### config.mk
export PLATFORM = sky130hd
export DESIGN_NAME = siso_sched_flat
export DESIGN_NICKNAME = d
export VERILOG_FILES = /design/src/rtl/siso_sched_pkg.sv /design/src/rtl/siso_sched_if.sv /design/src/rtl/siso_sched_piso.sv /design/src/rtl/siso_sched.sv /design/src/flat_wrapper.sv
export SDC_FILE = /design/constraint.sdc
export NUM_CORES = 1
export LEC_CHECK = 0
export CORE_UTILIZATION = 46
export CTS_CLUSTER_SIZE = 28
export DETAILED_ROUTE_END_ITERATION = 12
export PLACE_DENSITY = 0.81
export SLEW_MARGIN = 30
export SYNTH_ARGS = -nofsm -noshare
export SYNTH_HDL_FRONTEND = slang
export SYNTH_SLANG_ARGS = --single-unit
### constraint.sdc
create_clock -name clk -period 2.25 [get_ports clk]
set_clock_uncertainty 0.05 [all_clocks]
set_input_delay 0.45 -clock clk [delete_from_list [all_inputs] [get_ports clk]]
set_output_delay 0.45 -clock clk [all_outputs]
set_load 0.02 [all_outputs]
### src/rtl/siso_sched_pkg.sv
// siso_sched_pkg: shared types and counter-width helper for the siso_sched scheduler.
package siso_sched_pkg;

    localparam logic [1:0] S_IDLE  = 2'd0;
    localparam logic [1:0] S_SHIFT = 2'd1;
    localparam logic [1:0] S_GAP   = 2'd2;

    typedef enum logic [1:0] {
        ST_IDLE  = S_IDLE,
        ST_SHIFT = S_SHIFT,
        ST_GAP   = S_GAP
    } state_t;

    typedef logic owner_t;

    // Width of a counter covering 0..n-1, never narrower than one bit.
    function automatic int cnt_w(input int n);
        return (n > 1) ? $clog2(n) : 1;
    endfunction

endpackage

### src/rtl/siso_sched_if.sv
// siso_sched_if: requester handshakes and serial-line outputs of the scheduler.
interface siso_sched_if
    import siso_sched_pkg::*;
#(
    parameter int WIDTH = 4
);
    logic             req0_valid;
    logic [WIDTH-1:0] req0_data;
    logic             req0_ready;
    logic             req1_valid;
    logic [WIDTH-1:0] req1_data;
    logic             req1_ready;
    logic             se_out;
    logic             frame_active;
    owner_t           frame_owner;
    logic             frame_done;

    modport master (
        output req0_valid, req0_data, req1_valid, req1_data,
        input  req0_ready, req1_ready, se_out, frame_active, frame_owner, frame_done
    );

    modport slave (
        input  req0_valid, req0_data, req1_valid, req1_data,
        output req0_ready, req1_ready, se_out, frame_active, frame_owner, frame_done
    );

endinterface

### src/rtl/siso_sched_piso.sv
// siso_sched_piso: parallel-load, LSB-first shift register with a saturating bit counter.
module siso_sched_piso
    import siso_sched_pkg::*;
#(
    parameter int WIDTH = 4
) (
    input  logic             clk,
    input  logic             rst_n,
    input  logic             load_i,
    input  logic             shift_i,
    input  logic [WIDTH-1:0] din_i,
    output logic             bit0_o,
    output logic             last_o
);
    localparam int CW = cnt_w(WIDTH);

    logic [WIDTH-1:0] sreg_q, sreg_d;
    logic [CW-1:0]    cnt_q, cnt_d;

    assign bit0_o = sreg_q[0];
    assign last_o = cnt_q == CW'(WIDTH - 1);

    always_comb begin
        sreg_d = load_i ? din_i : shift_i ? sreg_q >> 1 : sreg_q;
        cnt_d  = load_i ? '0 : (shift_i && !last_o) ? cnt_q + 1'b1 : cnt_q;
    end

    always_ff @(posedge clk or negedge rst_n) begin
        if (!rst_n) begin
            sreg_q <= '0;
            cnt_q  <= '0;
        end else begin
            sreg_q <= sreg_d;
            cnt_q  <= cnt_d;
        end
    end

endmodule

### src/rtl/siso_sched.sv
// siso_sched: round-robin scheduler for two requesters sharing one LSB-first serial
// line, with GAP forced-low cycles after every frame.
module siso_sched
    import siso_sched_pkg::*;
#(
    parameter int WIDTH = 4,
    parameter int GAP   = 1
) (
    input logic         clk,
    input logic         rst_n,
    siso_sched_if.slave bus
);
    localparam int GW = cnt_w(GAP + 1);

    state_t        state_q, state_d;
    owner_t        last_grant_q, last_grant_d;
    owner_t        owner_q, owner_d;
    owner_t        frame_owner_q, frame_owner_d;
    logic [GW-1:0] gcnt_q, gcnt_d;
    logic          se_out_q, se_out_d;
    logic          frame_active_q, frame_active_d;
    logic          frame_done_q, frame_done_d;
    logic          idle, shifting, grant0, grant1, accept, gap_done, bit0, last;

    assign idle     = state_q == ST_IDLE;
    assign shifting = state_q == ST_SHIFT;
    assign gap_done = gcnt_q == GW'(GAP - 1);

    // On a tie the requester that was not granted last wins.
    assign grant0 = bus.req0_valid && !(bus.req1_valid && last_grant_q == 1'b0);
    assign grant1 = bus.req1_valid && !(bus.req0_valid && last_grant_q == 1'b1);

    assign bus.req0_ready = rst_n && idle && grant0;
    assign bus.req1_ready = rst_n && idle && grant1;
    assign accept         = bus.req0_ready || bus.req1_ready;

    assign bus.se_out       = se_out_q;
    assign bus.frame_active = frame_active_q;
    assign bus.frame_owner  = frame_owner_q;
    assign bus.frame_done   = frame_done_q;

    siso_sched_piso #(.WIDTH(WIDTH)) u_piso (
        .clk     (clk),
        .rst_n   (rst_n),
        .load_i  (accept),
        .shift_i (shifting),
        .din_i   (bus.req1_ready ? bus.req1_data : bus.req0_data),
        .bit0_o  (bit0),
        .last_o  (last)
    );

    always_comb begin
        state_d        = idle     ? (accept ? ST_SHIFT : ST_IDLE)
                       : shifting ? (!last ? ST_SHIFT : (GAP == 0) ? ST_IDLE : ST_GAP)
                       : (gap_done ? ST_IDLE : ST_GAP);
        gcnt_d         = (state_q == ST_GAP && !gap_done) ? gcnt_q + 1'b1 : '0;
        last_grant_d   = accept ? bus.req1_ready : last_grant_q;
        owner_d        = accept ? bus.req1_ready : owner_q;
        se_out_d       = shifting && bit0;
        frame_active_d = shifting;
        frame_owner_d  = shifting ? owner_q : frame_owner_q;
        frame_done_d   = shifting && last;
    end

    always_ff @(posedge clk or negedge rst_n) begin
        if (!rst_n) begin
            state_q        <= ST_IDLE;
            last_grant_q   <= 1'b1;
            owner_q        <= 1'b0;
            gcnt_q         <= '0;
            se_out_q       <= 1'b0;
            frame_active_q <= 1'b0;
            frame_owner_q  <= 1'b0;
            frame_done_q   <= 1'b0;
        end else begin
            state_q        <= state_d;
            last_grant_q   <= last_grant_d;
            owner_q        <= owner_d;
            gcnt_q         <= gcnt_d;
            se_out_q       <= se_out_d;
            frame_active_q <= frame_active_d;
            frame_owner_q  <= frame_owner_d;
            frame_done_q   <= frame_done_d;
        end
    end

endmodule

### src/flat_wrapper.sv
// flat-port wrapper written by rule: the top's interface ports become plain ports
module siso_sched_flat import siso_sched_pkg::*;
#(
    parameter int WIDTH = 4,
    parameter int GAP   = 1
)
  (clk, rst_n, bus_req0_valid, bus_req0_data, bus_req1_valid, bus_req1_data, bus_req0_ready, bus_req1_ready, bus_se_out, bus_frame_active, bus_frame_owner, bus_frame_done);
  siso_sched_if #(.WIDTH(WIDTH)) bus_i ();
  input logic clk;
  input logic rst_n;
  input wire logic [$bits(bus_i.req0_valid)-1:0] bus_req0_valid;
  input wire logic [$bits(bus_i.req0_data)-1:0] bus_req0_data;
  input wire logic [$bits(bus_i.req1_valid)-1:0] bus_req1_valid;
  input wire logic [$bits(bus_i.req1_data)-1:0] bus_req1_data;
  output wire logic [$bits(bus_i.req0_ready)-1:0] bus_req0_ready;
  output wire logic [$bits(bus_i.req1_ready)-1:0] bus_req1_ready;
  output wire logic [$bits(bus_i.se_out)-1:0] bus_se_out;
  output wire logic [$bits(bus_i.frame_active)-1:0] bus_frame_active;
  output wire logic [$bits(bus_i.frame_owner)-1:0] bus_frame_owner;
  output wire logic [$bits(bus_i.frame_done)-1:0] bus_frame_done;
  assign bus_i.req0_valid = bus_req0_valid;
  assign bus_i.req0_data = bus_req0_data;
  assign bus_i.req1_valid = bus_req1_valid;
  assign bus_i.req1_data = bus_req1_data;
  assign bus_req0_ready = bus_i.req0_ready;
  assign bus_req1_ready = bus_i.req1_ready;
  assign bus_se_out = bus_i.se_out;
  assign bus_frame_active = bus_i.frame_active;
  assign bus_frame_owner = bus_i.frame_owner;
  assign bus_frame_done = bus_i.frame_done;
  siso_sched #(.WIDTH(WIDTH), .GAP(GAP)) u_core (.clk(clk), .rst_n(rst_n), .bus(bus_i));
endmodule
======== After elaboration in Yosys (flattened, before gate mapping) ========
Cells that the tools add are included.
Widths: inputs -> output; s select.
storage, ports and cells
  bits in registers ....................... 15
  bits in latches ......................... 0
  memory bits (writable) .................. 0
  memory bits (read-only) ................. 0
  bits of input ports ..................... 12
  output and inout bits ................... 6
  logic and storage cells ................. 45
  memories kept ........................... 0
operators by class
  add/subtract/negate cells ............... 2
  multiply operators ...................... 0
  divide/modulo/power cells ............... 0
  order comparisons ....................... 0
  eq/ne operators ......................... 3
  shift operators ......................... 0
  multiplexer cells ....................... 11
  bitwise logic cells ..................... 1
  reduce and logical (&&, ||, !) cells .... 18
operator list
  operator             number
  $mux 2               6
  $mux 4               3
  $logic_and 1x1->1    11
  $eq 2x2->1 const B   2
  $reduce_bool 2->1    2
  $logic_not 1->1      3
  $add 2x1->2 const B  1
  $eq 2x1->1 const B   1
  $logic_not 2->1      1
  $mux 1               2
  $add 1x1->1 const B  1
  $logic_or 1x1->1     1
  $not 1->1            1

======== Longest topological paths before layout ========
  word-level depth ........................ 8
  depth in mapped cells ................... 6
  gate-level depth less buffers ........... 5

======== Modules after synthesis ========
Synthesis repeated with hierarchy kept, for this count alone.
second synthesis, totals
  cells, all modules ...................... 58
  area total of the unflattened synthesis .. 704.4 sq um
by module, submodules not included
  module           instances  cells each  area each (sq um)  sequential area each (sq um)
  siso_sched       1          32          425.4              226.5
  siso_sched_piso  1          26          279.0              150.1

======== Least setup slack after synthesis ========
Ideal clock, no wire load.
  kind .................................... in2out
  from .................................... input port rst_n
  to ...................................... output port bus_req1_ready
  data arrival time ....................... 1025 ps
  required time ........................... 1750 ps
  slack ................................... 725 ps
  stages .................................. 3
  buffers on the path ..................... 0
  cells stage by stage .................... nor3b_2 nand3_1 clkinv_1
between the ends
  cells in the longest elaborated chain, start to end .. 2
ends and longest elaborated chain
  item                             line                text
  from (decl)                      flat_wrapper.sv:10  input logic rst_n;
  $logic_and 1x1->1 (2 in series)  siso_sched.sv:34    assign bus.req1_ready = rst_n && idle && grant1;
  to (decl)                        flat_wrapper.sv:16  output wire logic [$bits(bus_i.req1_ready)-1:0] bus_req1_ready;
No other way between the ends.

======== Worst setup path after layout ========
Same ends and word-level chain as after synthesis.

==> metrics <==
clk sinks=15; CTS clk-pin slew, worst paths=0.09 ns; hold slack=0.401 ns; CP bufs+invs=3; CP Launch Point=rst_n; RSZ-0062 raised after global routing=no; H-tree depth=1; PortBufs=17; status=finished clean; Max Slew Vio Count=0; Crit. End Element=output port; via/cell ratio=4.90; CP Data Required Time=1.75 ns; Worst path depth=5; initial antenna violation count=0; maximum VDD drop=0.934 mV; vias in the first global route=494; antenna viol nets, final=0; Final Power=1.11 mW; gr usage total=0.206; GP Congestion=0.818; Slowest cell on crit path=clkdlybuf4s50_1; Yosys warning count=0; mean routed wirelength per cell=11.6 um; crit-path max FO=3; Critical R2R Launch=u_core.state_q[1]$_DFF_PN0_; ys async rst share=1.00; WS Path Type=primary input to output port; delay-heaviest family, CP=buffers and inverters; sequential fraction of the synthesis area=0.568; register bit count reported by yosys=15; synthesized netlist cell count=68; Total Wirelength=1240 um; area grow syn2layout=34.9%; DR DRC count=0; antenna cells=0; largest stage delay on the critical path=0.49 ns; R2R setup slack=0.83 ns; share of layout cells above drive strength 1=0.174; height of the die=40.0 um; final period utilization=0.926; Starting Density=0.503; CP arrival=1.58 ns; Initial DRT Pass Iterations=2; leading cell types in the layout, fill and taps excluded=nand2_1 (18), clkdlybuf4s50_1 (15), dfrtp_1 (14); Top Ports=18; Leak=0.431 nW; Cell Area, Synth=663 sq um; Post-synth EDFFs=0; Row Count=13; TritonCTS clock tree=done; final net count=106; worst reg2reg path depth=5; unique cell type count in the Yosys netlist=26; PwrDens=1250 nW/um^2; Worst setup SP type=primary input; Syn Nets=81; largest net degree at the start of global routing=17; Die ar.=1600 sq um; via count=524; CTS Buf Count=3; Die W=40.0 um; clk root buf=clkbuf_4; endpoints failing setup=0; worst path cell trace=clkdlybuf4s50_1, nor3b_4, nand3_1, clkinv_1, clkbuf_2; Core ar.=1320 sq um; CTS Buffer Depth=2; Hold Vio Cnt, Final=0; most used flip-flop cell after synthesis=dfrtp_1; worst hold-check path type=flop to flop; first-pass GRT wire length=2040 um; most common cell after layout, fill and taps aside=nand2_1; Max Cap Viol=0; hold depth=1; violation count after the first detailed-routing iteration=10; HP Start=u_core.gcnt_q$_DFF_PN0_; FMAX=0.480 GHz; syn avg cell area=9.75 sq um; clk_lat worst skew=0.30 ns; gr ovfl total=0; Tmin final=2.08 ns
[stage by stage]
stage | cell area [sq um] | worst slack [ns] | instances | setup TNS, ns | util
6_report | 895 | 0.167 | 107 | 0 | 0.679
5_1_grt | 895 | 0.0802 | 107 | 0 | 0.679
4_1_cts | 903 | 0.0170 | 107 | 0 | 0.686
3_5_place_dp | 871 | -0.312 | 103 | -0.559 | 0.661
3_3_place_gp | 871 | -0.269 | 103 | -0.494 | 0.661
2_1_floorplan | 663 | 0.725 | 68 | 0 | -
[repair_timing]
item,4_1_cts,5_1_grt
resized for setup,4,3
buffers inserted,0,0
endpoints found under the hold margin,0,0
hold buffers,0,0
endpoints found under the setup margin,2,2
[power breakdown]
group / switching [mW] / internal, mW / total, mW
clock network: 0.0909 / 0.0664 / 0.157
logic: 0.258 / 0.236 / 0.494
registers: 0.0684 / 0.395 / 0.463
total: 0.417 / 0.697 / 1.11
[registers in the layout (all words and copies together), names as in the netlist]
name and count:
u_core.bus.frame_owner 1, u_core.state_q 2, u_core.bus.frame_active 1, u_core.owner_q 1, u_core.last_grant_q 1, u_core.bus.frame_done 1, u_core.gcnt_q 1, u_core.bus.se_out 1
u_core.u_piso.cnt_q 2, u_core.u_piso.sreg_q 4
[layout make-up]
cell class	instances	area, sq um
inverter	3	13.8
timing repair buffer	21	190
clock inverter	1	5.00
clock buffer	3	22.5
multi-input combinational	49	268
fill	106	423
sequential	15	377
tap	15	18.8
[logic make-up after synthesis]
family,synth area share
AOI/OAI and AO/OA,0.0849
xor gates and xnor gates,0.0132
adders and majority gates,0.0189
buffers and inverters,0.0377
DFF,0.568
other,0.00565
and+or+nand+nor,0.272
[synth_stat cells, drive strengths merged (2+ instances only)]
cell type,count,share of area
nor3b,2,0.030
and3,3,0.028
dfrtp,14,0.53
nor2,5,0.032
nand2,18,0.10
o21ai,7,0.053
and2,2,0.019
nand3,2,0.023
inv,2,0.015
nand2b,2,0.019
[worst paths after layout]
kind | to
worst max-delay path | bus_req1_ready
worst min-delay path | u_core.state_q[1]$_DFF_PN0_
worst max register to register | u_core.u_piso.sreg_q[3]$_DFFE_PN0P_
worst min register to register | u_core.state_q[1]$_DFF_PN0_
max in group asynchronous | u_core.last_grant_q$_DFFE_PN1P_
min in group asynchronous | u_core.bus.frame_active$_DFF_PN0_
[layer usage]
layer | global-route usage | vias up | part of all wire
met5 | 0 | - | 0
met4 | 0.121 | 0 | 0.017
met3 | 0.0889 | 3 | 0.060
met2 | 0.310 | 12 | 0.47
met1 | 0.242 | 241 | 0.45
li1 | - | 268 | -
(Power assumes the default switching activity.)
